$ cat src/rtl/mfe_led7seg_pkg.sv
// Shared types and constants for the LED 7-segment display arbiter.
// Latency: n/a (declarations only).
// Backpressure: n/a.
package mfe_led7seg_pkg;

  // Arbiter FSM states: wait for a request, latch a frame, strobe the
  // serializer, then hold the display for one serializer frame time.
  typedef enum logic [1:0] {
    ST_IDLE = 2'd0,
    ST_LOAD = 2'd1,
    ST_SEND = 2'd2,
    ST_HOLD = 2'd3
  } state_e;

  // Segments are active-low, so an all-ones digit is dark.
  localparam logic [7:0] BLANK_SEG = 8'hFF;

endpackage

$ cat src/rtl/mfe_rr_pick.sv
// Combinational round-robin pick: first set request strictly after last_i, wrapping.
// Latency: 0 cycles (pure combinational).
// Backpressure: none; the caller decides when to act on the pick.
//
// Ports:
//   req_i  [REQ_NUM]  request vector
//   last_i [IDX_W]    index of the previous winner; search starts at last_i+1
//   gnt_o  [REQ_NUM]  one-hot winner, all-zero when nothing requests
//   vld_o             at least one request present
module mfe_rr_pick #(
  parameter int REQ_NUM = 2,
  parameter int IDX_W   = $clog2(REQ_NUM)
) (
  input  logic [REQ_NUM-1:0] req_i,
  input  logic [IDX_W-1:0]   last_i,
  output logic [REQ_NUM-1:0] gnt_o,
  output logic               vld_o
);

  logic             hi_vld;
  logic             lo_vld;
  logic [IDX_W-1:0] hi_idx;
  logic [IDX_W-1:0] lo_idx;
  logic [IDX_W-1:0] win_idx;

  // Two passes: lowest requester above last_i wins; otherwise wrap around
  // and take the lowest requester at or below last_i.
  always_comb begin
    hi_vld = 1'b0;
    hi_idx = '0;
    lo_vld = 1'b0;
    lo_idx = '0;
    for (int i = 0; i < REQ_NUM; i++) begin
      if (req_i[i] && !hi_vld && (i > int'(last_i))) begin
        hi_vld = 1'b1;
        hi_idx = IDX_W'(i);
      end
      if (req_i[i] && !lo_vld && (i <= int'(last_i))) begin
        lo_vld = 1'b1;
        lo_idx = IDX_W'(i);
      end
    end
    vld_o   = hi_vld | lo_vld;
    win_idx = hi_vld ? hi_idx : lo_idx;
    gnt_o   = '0;
    if (vld_o) gnt_o[win_idx] = 1'b1;
  end

endmodule

$ cat src/rtl/mfe_led7seg_74hc595_arb.sv
// Round-robin arbiter sharing one 74HC595 LED serializer among REQ_NUM frame sources.
// Latency: request seen in IDLE -> ack next cycle (LOAD) -> out_vld the cycle after (SEND).
// Backpressure: none on the serializer side; out_vld pulses are spaced >= GAP_CYC+2 cycles.
//
// Ports:
//   clk, rst_n       single clock, synchronous active-low reset
//   req  [REQ_NUM]   level request per source
//   dat  [REQ_NUM*DAT_WIDTH] frame per source, source i at [i*DAT_WIDTH +: DAT_WIDTH]
//   gnt  [REQ_NUM]   one-hot current owner, zero when the display is unowned
//   ack  [REQ_NUM]   one-cycle pulse on the source whose frame was just latched
//   out_dat [DAT_WIDTH] latched frame to the serializer
//   out_vld          one-cycle strobe to the serializer
// Build option: MFE_LED7SEG_ARB_BLANK_EN -- when defined, releasing the display
// sends one all-dark frame (gnt=0, no ack) before returning to IDLE.
module mfe_led7seg_74hc595_arb
  import mfe_led7seg_pkg::*;
#(
  parameter  int REQ_NUM   = 2,        // 2..8
  parameter  int DIG_NUM   = 8,
  parameter  int SEG_NUM   = 8,
  parameter  int GAP_CYC   = 2048,     // >= 2
  parameter  int DWELL_CYC = 2**20,
  localparam int DAT_WIDTH = DIG_NUM * SEG_NUM
) (
  input  logic                         clk,
  input  logic                         rst_n,
  input  logic [REQ_NUM-1:0]           req,
  input  logic [REQ_NUM*DAT_WIDTH-1:0] dat,
  output logic [REQ_NUM-1:0]           gnt,
  output logic [REQ_NUM-1:0]           ack,
  output logic [DAT_WIDTH-1:0]         out_dat,
  output logic                         out_vld
);

  localparam int IDX_W = $clog2(REQ_NUM);
  localparam int GAP_W = $clog2(GAP_CYC);
  localparam int DW_W  = $clog2(DWELL_CYC + 1);
  localparam logic [GAP_W-1:0] GAP_LOAD  = GAP_W'(GAP_CYC - 1);
  localparam logic [DW_W-1:0]  DWELL_MAX = DW_W'(DWELL_CYC);

  state_e                 state_q, state_d;
  logic [IDX_W-1:0]       owner_q, owner_d;     // also the round-robin "last" pointer
  logic                   own_vld_q, own_vld_d; // low during a blank frame or when unowned
  logic [GAP_W-1:0]       gap_q, gap_d;
  logic [DW_W-1:0]        dwell_q, dwell_d;
  logic [DAT_WIDTH-1:0]   out_dat_q, out_dat_d;
  logic                   dwell_clr;

  logic [REQ_NUM-1:0]     owner_oh;
  logic [REQ_NUM-1:0]     others;
  logic                   owner_req;
  logic                   dwell_sat;
  logic [REQ_NUM-1:0]     pick_oh;
  logic                   pick_vld;
  logic [IDX_W-1:0]       pick_idx;
  logic [DAT_WIDTH-1:0]   sel_dat;

  mfe_rr_pick #(
    .REQ_NUM (REQ_NUM),
    .IDX_W   (IDX_W)
  ) u_rr_pick (
    .req_i  (req),
    .last_i (owner_q),
    .gnt_o  (pick_oh),
    .vld_o  (pick_vld)
  );

  always_comb begin
    owner_oh = '0;
    owner_oh[owner_q] = 1'b1;
    pick_idx = '0;
    sel_dat  = '0;
    for (int i = 0; i < REQ_NUM; i++) begin
      if (pick_oh[i]) pick_idx = IDX_W'(i);
      if (owner_q == IDX_W'(i)) sel_dat = dat[i*DAT_WIDTH +: DAT_WIDTH];
    end
  end

  assign others    = req & ~owner_oh;
  assign owner_req = req[owner_q];
  assign dwell_sat = (dwell_q == DWELL_MAX);

  // State register plus datapath registers.
  always_ff @(posedge clk) begin
    if (!rst_n) begin
      state_q   <= ST_IDLE;
      owner_q   <= IDX_W'(REQ_NUM - 1);   // first pick after reset lands on 0
      own_vld_q <= 1'b0;
      gap_q     <= '0;
      dwell_q   <= '0;
      out_dat_q <= '1;                    // dark display
    end else begin
      state_q   <= state_d;
      owner_q   <= owner_d;
      own_vld_q <= own_vld_d;
      gap_q     <= gap_d;
      dwell_q   <= dwell_d;
      out_dat_q <= out_dat_d;
    end
  end

  // Next-state logic.
  always_comb begin
    state_d   = state_q;
    owner_d   = owner_q;
    own_vld_d = own_vld_q;
    dwell_clr = 1'b0;
    case (state_q)
      ST_IDLE: begin
        own_vld_d = 1'b0;
        if (pick_vld) begin
          state_d   = ST_LOAD;
          owner_d   = pick_idx;
          own_vld_d = 1'b1;
          dwell_clr = 1'b1;
        end
      end
      ST_LOAD: state_d = ST_SEND;
      ST_SEND: state_d = ST_HOLD;
      ST_HOLD: begin
        if (gap_q == '0) begin
          if (!own_vld_q) begin
            state_d = ST_IDLE;            // blank frame finished
          end else if (!owner_req) begin
            if (|others) begin
              state_d   = ST_LOAD;
              owner_d   = pick_idx;
              dwell_clr = 1'b1;
            end else begin
              own_vld_d = 1'b0;
`ifdef MFE_LED7SEG_ARB_BLANK_EN
              state_d   = ST_LOAD;        // one dark frame, then IDLE
`else
              state_d   = ST_IDLE;
`endif
            end
          end else if (!(|others) || !dwell_sat) begin
            state_d = ST_LOAD;            // refresh the same owner
          end else begin
            // Owner still requesting is skipped because the pick starts after it.
            state_d   = ST_LOAD;
            owner_d   = pick_idx;
            dwell_clr = 1'b1;
          end
        end
      end
      default: state_d = ST_IDLE;
    endcase
  end

  // Datapath next values.
  always_comb begin
    gap_d = gap_q;
    if (state_q == ST_SEND)                   gap_d = GAP_LOAD;
    else if (state_q == ST_HOLD && gap_q != '0) gap_d = gap_q - 1'b1;

    dwell_d = dwell_q;
    if (dwell_clr)                            dwell_d = '0;
    else if (state_q == ST_HOLD && !dwell_sat) dwell_d = dwell_q + 1'b1;

    out_dat_d = out_dat_q;
    if (state_q == ST_LOAD) out_dat_d = own_vld_q ? sel_dat : '1;
  end

  // Outputs, decoded from state.
  always_comb begin
    gnt     = (state_q != ST_IDLE && own_vld_q) ? owner_oh : '0;
    ack     = (state_q == ST_LOAD && own_vld_q) ? owner_oh : '0;
    out_vld = (state_q == ST_SEND);
  end

  assign out_dat = out_dat_q;

endmodule
$ cat config.mk
export PLATFORM = sky130hd
export DESIGN_NAME = mfe_led7seg_74hc595_arb
export DESIGN_NICKNAME = d
export VERILOG_FILES = /design/src/rtl/mfe_led7seg_pkg.sv /design/src/rtl/mfe_rr_pick.sv /design/src/rtl/mfe_led7seg_74hc595_arb.sv
export SDC_FILE = /design/constraint.sdc
export NUM_CORES = 1
export LEC_CHECK = 0
export CAP_MARGIN = 15
export CORE_MARGIN = 2
export CORE_UTILIZATION = 32
export DETAILED_ROUTE_END_ITERATION = 12
export PLACE_DENSITY = 0.69
export SYNTH_ARGS = -nofsm -noshare
export SYNTH_HDL_FRONTEND = slang
export SYNTH_SLANG_ARGS = --single-unit
$ cat constraint.sdc
create_clock -name clk -period 3.35 [get_ports clk]
set_clock_uncertainty 0.15 [all_clocks]
set_input_delay 0.5025 -clock clk [delete_from_list [all_inputs] [get_ports clk]]
set_output_delay 0.5025 -clock clk [all_outputs]
set_load 0.005 [all_outputs]
==> impl_metrics.json <==
{
  "ys.flop_type": "dfxtp_1",
  "arrival_ns": 1.94,
  "cp_top_family": "buffers and inverters",
  "yosysWarnings": 0,
  "endpoint_kind": "primary output",
  "detail_route.first_pass.iterations": 6,
  "ir_drop_mv": 0.392,
  "dieArea_um2": 15800,
  "cpPeakStageDelay_ns": 0.52,
  "max-cap-violations": 0,
  "drive_gt1_share_pct": 16.0,
  "cts-root-buf": "clkbuf_16",
  "synth_cells": 510,
  "vias": 4415,
  "synth_edf_count": 0,
  "clkLatencyLatePin_ns": 0.34,
  "grt_max_degree": 65,
  "r2r-end": "dwell_q[3]$_SDFFE_PP0P_",
  "hp-class": "reg -> reg",
  "synth_cell_types": 45,
  "fmax_mhz": 386,
  "fin_crit_sh_pct": 77.3,
  "r2r_start": "gap_q[6]$_SDFFE_PN0P_",
  "cts_tree": "built",
  "multi_input_area_um2": 2540,
  "reg2reg_slack_ns": 0.87,
  "antenna_cells": 0,
  "mostFrequentLayoutCells": "199 x clkdlybuf4s50_1, 99 x dfxtp_1, 81 x nand2_1, 64 x mux2_2, 64 x o22ai_1",
  "path_clk_slew_ns": 0.07,
  "clockBufferDepth": 2,
  "layout.cells.most_common": "clkdlybuf4s50_1",
  "setup_viol": 0,
  "ctsHoldBuffers": 0,
  "start_util_pct": 32.7,
  "num_rows": 44,
  "critPathBufInv": 2,
  "io_buffer_count": 200,
  "nFillCells": 1320,
  "whs_ns": 0.331,
  "critPathRequiredTime_ns": 2.70,
  "finalCriticalPeriod_ns": 2.59,
  "drt_iter0_drc": 185,
  "pwr_density_cell_nw_per_um2": 595,
  "finalSetupTns_ns": 0,
  "grtUsageTotal_pct": 16.9,
  "slew_headroom_pct": 52.2,
  "path_max_fanout": 19,
  "reg2regPathDepth": 6,
  "final_max_slew_viol_count": 0,
  "routed_wl_um": 13400,
  "startpoint_type": "register",
  "whs_endpoint": "out_dat[51]$_SDFFE_PN1N_",
  "slowest_stage": "clkdlybuf4s50_1",
  "syn_nets": 650,
  "synth_area_leaders": "dfxtp_1 42%, mux2_2 15%, o22ai_1 8.5%",
  "ys_seq_area_share_pct": 42.3,
  "place.gp.congestion": 0.814,
  "worstHoldPathCells": 2,
  "routedWlPerCell_um": 15.2,
  "drc": 0,
  "die_width_um": 126,
  "path_cells": "inv_1 > ha_2 > nand2_2 > nor2_1 > clkdlybuf4s50_1",
  "run_status": "finished, final reports clean",
  "synthArstFlopShare_pct": 0,
  "seqCellArea_um2": 2000,
  "post-dp-hpwl_um": 10000,
  "area_growth_syn_to_layout_pct": 50.9,
  "vias_per_cell": 5.03,
  "die_h_um": 126,
  "placed_cell_area_um2": 6870,
  "antenna_found_initial": 0,
  "grt_pass1_vias": 4499,
  "netlist_area_um2": 4730,
  "layout.nets": 830,
  "yosys.area.top_type_share_pct": 42.3,
  "ctsResizeCount": 0,
  "synth_top_cell_by_area": "dfxtp_1",
  "post_synth.cell_area_avg_um2": 9.28,
  "path_class": "reg -> out",
  "rsz0062_at_grt": "false",
  "ys_ff_latch": 100,
  "hold_viol": 0,
  "htreeDepth": 3,
  "worstHoldStart": "out_dat[51]$_SDFFE_PN1N_",
  "grt_pass1_wl_um": 21700,
  "core_um2": 14500,
  "cts.sinks": 100,
  "ant_nets": 0,
  "overflow": 0,
  "design_area_um2": 7150,
  "ios": 201,
  "power.leakage_uw": 0.00257,
  "cts_setup_buffers": 0,
  "worstMarginPinSlew_ns": 0.711,
  "cts_made_buffers": 9
}
## worst max-delay path by stage
stage	startpoint	end	slack, ns	depth (start not counted)
after global placement	gap_q[6]$_SDFFE_PN0P_	dwell_q[15]$_SDFFE_PP0P_	0.95	6
after CTS	state_q[1]$_SDFFE_PN0P_	ack[1]	0.74	4
after detailed placement	gap_q[6]$_SDFFE_PN0P_	dwell_q[3]$_SDFFE_PP0P_	0.88	6
after global routing	state_q[0]$_SDFFE_PN0P_	ack[0]	0.62	4
final	state_q[1]$_SDFFE_PN0P_	ack[0]	0.76	5
after floorplan	gap_q[6]$_SDFFE_PN0P_	dwell_q[11]$_SDFFE_PP0P_	1.16	7
## cell families after synthesis
kind of cell	share of synthesized area, %
compound gates	14.4
xor+xnor	4.62
fa+ha+maj	2.11
buf+inv	4.15
flops	42.3
mux	15.6
simple gates	16.8
## worst register-to-register path, stage by stage (launching register included)
cell,delay [ns]
dfxtp_1,0.35
or4_1,0.67
nor4_4,0.41
nand2_2,0.13
o311ai_4,0.21
buf_4,0.36
a21oi_1,0.08
## state kept, by name (all words and copies together) (netlist names)
name       count
dwell_q       21
gap_q         11
out_dat       64
own_vld_q      1
owner_q        1
state_q        2
## final cells by class
type	count	area share, %
timing repair buffer	205	28.6
tap	184	3.22
clock buffer	12	3.59
sequential	100	28.0
multi-input combinational	362	35.6
inverter	12	0.630
clock inverter	3	0.315
## per-layer routing
metal	track usage [%]	up-vias	share of wire, %
li1	-	2182	-
met1	20.1	2066	41
met2	28.5	147	50
met3	4.80	20	6.8
met4	7.06	0	2.2
met5	0	-	0
## cell usage after synthesis, types with 3 or more instances
library cell  count
ha_1              8
and3_1            3
and4_1            3
o2111ai_1         3
mux2_2           64
o22ai_1          64
xor2_1           16
nor2_1           12
nand2_1          82
a21oi_1          10
or4_1             4
buf_1             5
nor4_1            7
o21ai_0           5
xnor2_1           9
a21boi_0          8
nand3_1           9
inv_1            12
dfxtp_1         100
nand4_1           8
clkbuf_1         28
nor2_2           19
## stage by stage
stage,power [uW],util (%),setup slack (ns),instances
after global placement,3230,47.4,0.948,863
after global routing,4530,49.4,0.618,878
final,4250,49.4,0.762,878
after detailed placement,3290,47.4,0.880,863
after CTS,4290,49.4,0.741,878
after floorplan,2670,-,1.16,510
## power by group
group / switching, uW / internal (uW)
Combinational: 881 / 877
Clock: 439 / 540
Sequential: 146 / 1370
No activity file was read; power rests on OpenSTA's default activity.
